--- src/rtl/game_sequencer.sv ---
// Simon game round sequencer: plays a growing LFSR colour sequence, scores player echoes, reports win/lose.
// Optional press timeout in WAIT_IN is enabled by defining GAME_TIMEOUT_EN.
module game_sequencer #(
    parameter int unsigned STEP_CYCLES    = 50_000_000,
    parameter int unsigned TIMEOUT_CYCLES = 250_000_000,
    parameter int unsigned RESULT_CYCLES  = 100_000_000
) (
    input  logic       i_clk,
    input  logic       i_reset_n,
    input  logic       i_start,
    input  logic [5:0] i_seq_len,
    input  logic [1:0] i_speed,
    input  logic [3:0] i_btn,
    output logic       o_idle_en,
    output logic [3:0] o_led,
    output logic [5:0] o_round,
    output logic       o_busy,
    output logic       o_win,
    output logic       o_lose,
    output logic [2:0] o_dbg_state
);

    typedef enum logic [2:0] {
        S_IDLE     = 3'd0,
        S_PRE      = 3'd1,
        S_SHOW_ON  = 3'd2,
        S_SHOW_OFF = 3'd3,
        S_WAIT_IN  = 3'd4,
        S_WIN      = 3'd5,
        S_LOSE     = 3'd6
    } state_t;

    // Timer is 24 bits unless the longest dwell needs more (the default parameters do).
    localparam longint unsigned SHOW_MAX = 64'(STEP_CYCLES) * 64'd4;
    localparam longint unsigned MAX_A    = (SHOW_MAX > 64'(TIMEOUT_CYCLES)) ? SHOW_MAX : 64'(TIMEOUT_CYCLES);
    localparam longint unsigned MAX_LOAD = (MAX_A > 64'(RESULT_CYCLES)) ? MAX_A : 64'(RESULT_CYCLES);
    localparam int TIMER_W = ($clog2(MAX_LOAD) > 24) ? $clog2(MAX_LOAD) : 24;

    localparam logic [TIMER_W-1:0] STEP_LOAD   = TIMER_W'(STEP_CYCLES - 32'd1);
    localparam logic [TIMER_W-1:0] RESULT_LOAD = TIMER_W'(RESULT_CYCLES - 32'd1);
`ifdef GAME_TIMEOUT_EN
    localparam logic [TIMER_W-1:0] TIMEOUT_LOAD = TIMER_W'(TIMEOUT_CYCLES - 32'd1);
`endif
    localparam logic [15:0] SEED_DEFAULT = 16'hACE1;

    state_t             state_q, state_d;
    logic [TIMER_W-1:0] timer_q, timer_d;
    logic [15:0]        lfsr_q, lfsr_d;
    logic [15:0]        seed_q, seed_d;
    logic [15:0]        cnt_q;
    logic               start_q;
    logic [5:0]         len_q, len_d;
    logic [1:0]         speed_q, speed_d;
    logic [5:0]         round_q, round_d;
    logic [5:0]         idx_q, idx_d;

    logic               idle_en_d, busy_d, win_d, lose_d;
    logic [3:0]         led_d;

    logic               start_pulse;
    logic               timer_zero;
    logic [3:0]         colour;
    logic [15:0]        lfsr_next;
    logic [33:0]        show_len;
    logic [TIMER_W-1:0] show_load;

    assign start_pulse = i_start & ~start_q;
    assign timer_zero  = (timer_q == '0);
    assign colour      = 4'b0001 << lfsr_q[1:0];
    assign lfsr_next   = {lfsr_q[14:0], lfsr_q[15] ^ lfsr_q[13] ^ lfsr_q[12] ^ lfsr_q[10]};
    assign show_len    = 34'(STEP_CYCLES) * (34'd4 - 34'(speed_q));
    assign show_load   = TIMER_W'(show_len - 34'd1);

    always_ff @(posedge i_clk or negedge i_reset_n) begin
        if (!i_reset_n) begin
            state_q   <= S_IDLE;
            timer_q   <= '0;
            lfsr_q    <= SEED_DEFAULT;
            seed_q    <= SEED_DEFAULT;
            cnt_q     <= 16'h0001;
            start_q   <= 1'b0;
            len_q     <= 6'd1;
            speed_q   <= 2'd0;
            round_q   <= 6'd0;
            idx_q     <= 6'd0;
            o_idle_en <= 1'b1;
            o_busy    <= 1'b0;
            o_win     <= 1'b0;
            o_lose    <= 1'b0;
            o_led     <= 4'd0;
        end else begin
            state_q   <= state_d;
            timer_q   <= timer_d;
            lfsr_q    <= lfsr_d;
            seed_q    <= seed_d;
            cnt_q     <= cnt_q + 16'd1;
            start_q   <= i_start;
            len_q     <= len_d;
            speed_q   <= speed_d;
            round_q   <= round_d;
            idx_q     <= idx_d;
            o_idle_en <= idle_en_d;
            o_busy    <= busy_d;
            o_win     <= win_d;
            o_lose    <= lose_d;
            o_led     <= led_d;
        end
    end

    always_comb begin
        state_d = state_q;
        timer_d = timer_q;
        lfsr_d  = lfsr_q;
        seed_d  = seed_q;
        len_d   = len_q;
        speed_d = speed_q;
        round_d = round_q;
        idx_d   = idx_q;

        case (state_q)
            S_IDLE: begin
                if (start_pulse) begin
                    seed_d  = (cnt_q == 16'd0) ? SEED_DEFAULT : cnt_q;
                    speed_d = i_speed;
                    len_d   = (i_seq_len == 6'd0) ? 6'd1 : i_seq_len;
                    round_d = 6'd1;
                    timer_d = STEP_LOAD;
                    state_d = S_PRE;
                end
            end
            S_PRE: begin
                lfsr_d = seed_q;
                idx_d  = 6'd0;
                if (timer_zero) begin
                    timer_d = show_load;
                    state_d = S_SHOW_ON;
                end else begin
                    timer_d = timer_q - 1'b1;
                end
            end
            S_SHOW_ON: begin
                if (timer_zero) begin
                    lfsr_d  = lfsr_next;
                    idx_d   = idx_q + 6'd1;
                    timer_d = STEP_LOAD;
                    state_d = S_SHOW_OFF;
                end else begin
                    timer_d = timer_q - 1'b1;
                end
            end
            S_SHOW_OFF: begin
                if (timer_zero) begin
                    if (idx_q < round_q) begin
                        timer_d = show_load;
                        state_d = S_SHOW_ON;
                    end else begin
                        // Replay the same sequence from the seed for scoring.
                        lfsr_d  = seed_q;
                        idx_d   = 6'd0;
`ifdef GAME_TIMEOUT_EN
                        timer_d = TIMEOUT_LOAD;
`endif
                        state_d = S_WAIT_IN;
                    end
                end else begin
                    timer_d = timer_q - 1'b1;
                end
            end
            S_WAIT_IN: begin
                // A press on the expiry clock is scored before the timeout is considered.
                if (i_btn != 4'd0) begin
                    if (i_btn == colour) begin
                        lfsr_d = lfsr_next;
                        idx_d  = idx_q + 6'd1;
                        if ((idx_q + 6'd1) == round_q) begin
                            if (round_q == len_q) begin
                                timer_d = RESULT_LOAD;
                                state_d = S_WIN;
                            end else begin
                                round_d = round_q + 6'd1;
                                timer_d = STEP_LOAD;
                                state_d = S_PRE;
                            end
                        end else begin
`ifdef GAME_TIMEOUT_EN
                            timer_d = TIMEOUT_LOAD;
`endif
                        end
                    end else begin
                        timer_d = RESULT_LOAD;
                        state_d = S_LOSE;
                    end
                end else begin
`ifdef GAME_TIMEOUT_EN
                    if (timer_zero) begin
                        timer_d = RESULT_LOAD;
                        state_d = S_LOSE;
                    end else begin
                        timer_d = timer_q - 1'b1;
                    end
`endif
                end
            end
            S_WIN, S_LOSE: begin
                if (timer_zero) begin
                    round_d = 6'd0;
                    state_d = S_IDLE;
                end else begin
                    timer_d = timer_q - 1'b1;
                end
            end
            default: begin
                round_d = 6'd0;
                state_d = S_IDLE;
            end
        endcase
    end

    // Outputs are decoded from next-state values so they change on the same edge as the state.
    always_comb begin
        idle_en_d = (state_d == S_IDLE);
        busy_d    = (state_d != S_IDLE);
        win_d     = (state_d == S_WIN);
        lose_d    = (state_d == S_LOSE);
        led_d     = 4'd0;
        if (state_d == S_SHOW_ON) begin
            led_d = 4'b0001 << lfsr_d[1:0];
        end else if (state_d == S_WIN) begin
            led_d = 4'hF;
        end
    end

    assign o_round     = round_q;
    assign o_dbg_state = state_q;

endmodule

--- config.mk ---
export PLATFORM = sky130hd
export DESIGN_NAME = game_sequencer
export DESIGN_NICKNAME = d
export VERILOG_FILES = /design/src/rtl/game_sequencer.sv
export SDC_FILE = /design/constraint.sdc
export NUM_CORES = 1
export LEC_CHECK = 0
export ABC_CLOCK_PERIOD_IN_PS = 6900
export BUFFER_PORTS_ARGS = -buffer_cell sky130_fd_sc_hd__buf_2
export CELL_PAD_IN_SITES_DETAIL_PLACEMENT = 0
export CELL_PAD_IN_SITES_GLOBAL_PLACEMENT = 2
export CORE_ASPECT_RATIO = 0.9
export CORE_UTILIZATION = 40
export CTS_CLUSTER_SIZE = 16
export DETAILED_ROUTE_END_ITERATION = 8
export HOLD_SLACK_MARGIN = 0.03
export PLACE_DENSITY = 0.9
export SETUP_SLACK_MARGIN = 0.02
export SLEW_MARGIN = 5
export SYNTH_ARGS = -nofsm -noshare
export SYNTH_HDL_FRONTEND = slang
export SYNTH_SLANG_ARGS = --single-unit
--- constraint.sdc ---
create_clock -name i_clk -period 6.9 [get_ports i_clk]
set_clock_uncertainty 0.15 [all_clocks]
set_input_delay 0.345 -clock i_clk [delete_from_list [all_inputs] [get_ports i_clk]]
set_output_delay 0.345 -clock i_clk [all_outputs]
set_load 0.02 [all_outputs]
==> results of run 1 <==
-- where the power goes --
part | leakage, µW | internal [µW] | switching (µW)
clock | 0.000143 | 255 | 261
combinational | 0.00185 | 6.43 | 18.0
sequential | 0.00132 | 633 | 0.105
-- synth_stat cells (all sizes together), types with 5 or more instances --
master / number / share of area, %
ha: 38 / 7.3
dfstp: 19 / 7.7
buf: 7 / 0.70
a21oi: 40 / 3.1
o21ai: 52 / 4.2
inv: 43 / 2.5
nand3: 19 / 1.5
xor2: 15 / 2.0
o2bb2ai: 5 / 0.68
nor4: 8 / 0.97
or4: 5 / 0.58
xnor2: 31 / 4.2
and3: 10 / 0.97
clkbuf: 18 / 1.0
nand2: 99 / 5.8
o22a: 9 / 1.2
a222oi: 14 / 2.2
nor2: 63 / 3.7
nand4: 13 / 1.4
a21o: 6 / 0.70
a31oi: 13 / 1.3
dfrtp: 89 / 34
or3: 5 / 0.56
nor3: 22 / 1.9
-- repair_timing --
item | CTS | global route
gates resized for setup | 0 | 0
hold endpoints to repair | 38 | 0
hold buffers | 3 | 0
-- final timing paths --
path	from	end	slack, ns	cells past startpoint
setup / recovery	speed_q[0]$_DFFE_PN0P_	timer_q[27]$_DFFE_PN0P_	2.79	15
hold / removal	i_seq_len[3]	len_q[3]$_DFFE_PN0P_	0.05	3
setup reg to reg	speed_q[0]$_DFFE_PN0P_	timer_q[27]$_DFFE_PN0P_	2.79	15
hold reg to reg	seed_q[14]$_DFFE_PN0P_	seed_q[14]$_DFFE_PN0P_	0.33	2
max in group asynchronous	i_reset_n	lfsr_q[1]$_DFF_PN0_	4.98	3
min in group asynchronous	i_reset_n	len_q[2]$_DFFE_PN0P_	0.34	2
-- registers in the layout, summed over array words and instances, names as in the netlist --
name and count:
lfsr_q 16, len_q 6, speed_q 2, o_round 6
o_lose 1, idx_q 6, o_idle_en 1, timer_q 28
cnt_q 16, start_q 1, o_win 1, o_led 4
seed_q 16, o_dbg_state 3, o_busy 1
-- worst reg2reg max path: stages (launching register included) --
cell	delay [ns]
dfrtp_1	0.50
inv_1	0.19
ha_1	0.48
xor2_1	0.35
nand2_1	0.17
xnor2_1	0.16
ha_1	0.28
ha_1	0.20
or3_1	0.36
a32oi_1	0.27
o21ai_0	0.16
and3_1	0.20
o21bai_1	0.16
xor2_1	0.16
a32oi_1	0.06
o21ai_0	0.19
-- layer usage --
| metal | vias up | track usage, % | share of wire, % |
|---|---|---|---|
| li1 | 2634 | - | - |
| met1 | 2691 | 27.37 | 45 |
| met2 | 144 | 33.44 | 48 |
| met3 | 17 | 3.800 | 5.1 |
| met4 | 0 | 6.667 | 1.6 |
| met5 | - | 0 | 0 |
-- stage by stage --
step                total power (µW)  utilization, %  worst slack, ns
floorplan                      649.0               -            3.340
global placement               669.1           43.75            3.008
detailed placement             669.5           43.75            2.823
CTS                             1193           45.82            2.805
global route                    1217           45.82            2.445
finish                          1174           45.82            2.790
-- final cells by class --
cell class                      instances  area [µm²]  share of cell area (%)
Sequential cell                       108        2726                   38.13
Tap cell                              202       252.7                   3.535
Multi-Input combinational cell        543        3478                   48.65
Timing Repair Buffer                   40       232.7                   3.255
Clock inverter                          7       68.82                  0.9625
Inverter                               44       165.2                   2.310
Clock buffer                            9       225.2                   3.150
-- cell families (layout without fill, tap and decap cells) --
family,count (synthesis),count (layout),synth area share (%)
and+or+nand+nor,273,273,20.41
AOI/OAI and AO/OA,181,181,19.14
DFF,108,108,42.08
buffers and inverters,69,100,4.287
xor gates and xnor gates,46,46,6.219
adders and majority gates,38,38,7.339
muxes,3,3,0.4635
other,1,2,0.05788
==> flow_summary.ini, run 1 <==
[cts]
htreeDepth = 3
post_cts_buffers = 0
cts_sinks = 108
clk_pin_slew_ns = 0.08
clockBufferDepth = 2
cts_tree = built
numCtsBuffers = 9
clkLatencyLatePin_ns = 0.36
ctsRootBufferMaster = clkbuf_16

[die]
die_area_um2 = 16710
die_h_um = 122.7
core_um2 = 15600
rows = 43
boundaryPins = 32
die_x_um = 136.2
start_util_pct = 41.52

[final_layout]
nets = 799
fill_cells = 1567
final_common_cell = nand2_1
diodes = 0
drive_gt1_share_pct = 11.98
syn2layout_area_growth_pct = 10.35
layout_common_cells = nand2_1, dfrtp_1, nor2_1
instances_no_fill = 953
finalInstanceArea_um2 = 7149

[worst_setup_path]
endpoint_kind = flip-flop
cp_slowest_cell = dfrtp_1
cp_max_fo = 8
cpMostUsedCell = ha_1
startpoint_type = flip-flop
critPathRequiredTime_ns = 7.03
arrival_ns = 4.24
crit_chain = inv_1 > ha_1 > xor2_1 > nand2_1 > xnor2_1 > ha_1 > ha_1 > or3_1 > a32oi_1 > o21ai_0 > and3_1 > o21bai_1 > xor2_1 > a32oi_1 > o21ai_0
critPathTopFamily = adder cells
slowest_delay_ns = 0.50
worst-path-buf-inv = 1
criticalPathCategory = flip-flop to flip-flop

[synth]
avgSynthCellArea_um2 = 9.011
yosysWarnings = 0
seq_area_frac_synth_pct = 42.08
synth_area_um2 = 6479
synth_seq_cells = 108
ys_types = 68
synthArstFlopShare_pct = 100.0
ys.flop_type = dfrtp_1
synth_cells = 719
synth_edf_count = 0

[placement]
port_buffers = 31
dp_cells = 934
placed_area_um2 = 6825
gp_congestion = 0.8376
hpwl_mm = 11.72

[timing]
timing.final.crit_period_ns = 4.110
slew_headroom_pct = 37.51
hold_viol_final = 0
rsz0062_at_grt = false
clock.fmax_mhz = 243.3
finalSetupTns_ns = 0
worstMarginPinSlew_ns = 0.9374
drv_slew = 0
setup_viol = 0
whs_ns = 0.04547
layout_worst_path_cycle_share_pct = 59.56

[run_status]
status = completed

[global_routing]
grt_max_degree = 72
grt_pass1_vias = 5203
grt_use_total_pct = 20.50
grt-ovfl-total = 0
antenna_found_initial = 0
grt_pass1_wl_mm = 26.72

[route]
drtAntennaViolNets = 0
via_count = 5486
routed_wirelength_mm = 16.24
wire_per_inst_um = 17.04
drt_iter0_drc = 566
drtPass1Iterations = 6
vias_per_cell = 5.757
drc = 0

[power_and_ir_drop]
powerDensity_nw_per_um2 = 164.2
ir_drop_mv = 0.1445
p_leak_uw = 0.003313

[hold_path]
hold_path_class = input pin to flip-flop

[run]
cap_violations = 0
No activity file was read; power rests on OpenSTA's default activity.
==> inputs of run 2 (changes only) <==
Settings changed: ABC_CLOCK_PERIOD_IN_PS 6900 to 4220, CORE_UTILIZATION 40 to 39, PLACE_DENSITY 0.9 to 0.88.
Clock period 6.9 ns to 4.22 ns, I/O delays scaled along.
==> run 2 against run 1 <==
  * Via count grew 0.22%
  * Non-clock buffer count grew 11
  * Wire length grew 3.2%
  * Sequential power grew 64%
  * Die area grew 2.5%
  * Critical path depth is the same
  * Clock power grew 67%
  * Combinational power grew 83%
  * Sequential share of layout area shrank 0.63 points
  * Setup slack lost 2.5 ns
  * Global-route usage grew 0.21 points
  * Core utilization shrank 0.89 points
==> flow_summary.ini, run 2 (synthesized netlist as in run 1, its figures left out) <==
[run_status]
status = completed

[worst_setup_path]
criticalPathCategory = flip-flop to flip-flop
reg2reg_from = speed_q[0]$_DFFE_PN0P_
r2r_cells = 15
r2r_setup_slack_ns = 0.27
startpoint_type = flip-flop
cp_max_fo = 8
arrival_ns = 4.08
endpoint_kind = flip-flop
critPathRequiredTime_ns = 4.35
reg2reg_to = timer_q[27]$_DFFE_PN0P_

[power_and_ir_drop]
powerDensity_nw_per_um2 = 267.3
ir_drop_mv = 0.1919
p_leak_uw = 0.003364
finalPower_uw = 1944

[route]
routed_wirelength_mm = 16.76
drt_iter0_drc = 460
wl_met2_mm = 7.924
top_layer = met4
wire_per_inst_um = 17.30
met1_length_mm = 7.864
wl_met3_um = 726
drtAntennaViolNets = 0
drc = 0
vias_per_cell = 5.674
via_count = 5498
drtPass1Iterations = 5

[timing]
timing.final.crit_period_ns = 3.953
slew_headroom_pct = 42.14
finalSetupTns_ns = 0
hold_viol_final = 0
layout_worst_path_cycle_share_pct = 93.68
worstMarginPinSlew_ns = 0.8678
rsz0062_at_grt = false
drv_slew = 0
clock.fmax_mhz = 252.9
setup_viol = 0

[final_layout]
largest-register = timer_q
multi_input_area_um2 = 3488
instances_no_fill = 969
fin_util_pct = 44.93
drive_gt1_share_pct = 12.73
syn2layout_area_growth_pct = 12.24
fill_cells = 1620
nets = 810
final_common_cell = nand2_1
layout_common_cells = nand2_1, dfrtp_1, nor2_1
diodes = 0
largest_reg_flops = 28
final-seq-area_um2 = 2728

[placement]
port_buffers = 31
gp_congestion = 0.8541
hpwl_mm = 11.99
dp_cells = 943

[hold_path]
worstHoldEndpoint = o_lose$_DFF_PN0_
hp-start = i_btn[0]
hold_path_class = input pin to flip-flop
min_path_cells = 4

[cts]
cts_tree = built
cts_sinks = 108
htreeDepth = 3
ctsRootBufferMaster = clkbuf_16
clockBufferDepth = 2
clk_pin_slew_ns = 0.08
post_cts_buffers = 0
numCtsBuffers = 9
clkLatencyLatePin_ns = 0.37

[global_routing]
grt_pass1_wl_mm = 27.63
grt_use_total_pct = 20.71
grt_max_degree = 70
grt_pass1_vias = 5315
antenna_found_initial = 0
grt-ovfl-total = 0

[die]
boundaryPins = 32
die_area_um2 = 17130
core_um2 = 16190
rows = 44
die_x_um = 137.9
die_h_um = 124.3
start_util_pct = 40.03

[run]
cap_violations = 0
## run 2: cell count changes in the layout (fill, tap and decap cells not counted), sizes merged
cell / change
dlygate4sd3: +7
clkinvlp: -1
buf: +4
inv: +1
## run 2: stage by stage
step / setup WS (ns) / hold WS, ns / area [µm²]
detailed placement: 0.1033 / 0.2162 / 6862
floorplan: 0.6596 / -0.2346 / 6482
finish: 0.2666 / 0.2911 / 7272
global route: 0.08838 / 0.3548 / 7272
global placement: 0.3160 / 0.2006 / 6862
CTS: 0.1061 / 0.2983 / 7261
## run 2: routing by layer
metal,global-route usage [%],vias to the layer above
li1,-,2652
met1,28.89,2697
met4,6.522,0
met5,0,-
met2,32.32,134
met3,3.663,15
## run 2: final cells by class
type	instances	share of cell area [%]
Multi-Input combinational cell	543	47.97
Sequential cell	108	37.51
Timing Repair Buffer	51	4.577
Tap cell	207	3.562
Clock buffer	9	3.097
Inverter	44	2.271
Clock inverter	7	1.015
## run 2: report_power, final
part	switching [µW]	internal, µW	leakage [µW]
logic	30.0	14.7	0.00189
registers	0.232	1040	0.00132
clock network	443	421	0.000147
## run 2: timing repair
action / 4_1_cts / 5_1_grt
hold endpoints to repair: 59 / 0
hold buffers: 10 / 0
endpoints found under the setup margin: 0 / 2
gates resized for setup: 0 / 3
## run 2: worst max-delay path by stage
| stage | endpoint | from | depth (start not counted) | slack [ns] |
|---|---|---|---|---|
| after global routing | timer_q[27]$_DFFE_PN0P_ | speed_q[0]$_DFFE_PN0P_ | 15 | 0.09 |
| final | timer_q[27]$_DFFE_PN0P_ | speed_q[0]$_DFFE_PN0P_ | 15 | 0.27 |
| after CTS | timer_q[27]$_DFFE_PN0P_ | speed_q[0]$_DFFE_PN0P_ | 15 | 0.11 |
| after floorplan | timer_q[27]$_DFFE_PN0P_ | speed_q[0]$_DFFE_PN0P_ | 15 | 0.66 |
| after global placement | timer_q[27]$_DFFE_PN0P_ | speed_q[0]$_DFFE_PN0P_ | 15 | 0.32 |
| after detailed placement | timer_q[27]$_DFFE_PN0P_ | speed_q[0]$_DFFE_PN0P_ | 15 | 0.10 |
## run 2: critical path, cell delays in order (launching register included)
cell	delay, ns
dfrtp_2	0.46
inv_1	0.16
ha_2	0.46
xor2_2	0.23
nand2_1	0.14
xnor2_1	0.20
ha_1	0.26
ha_1	0.19
or3_1	0.36
a32oi_1	0.28
o21ai_0	0.17
and3_1	0.22
o21bai_1	0.17
xor2_1	0.17
a32oi_1	0.06
o21ai_0	0.19
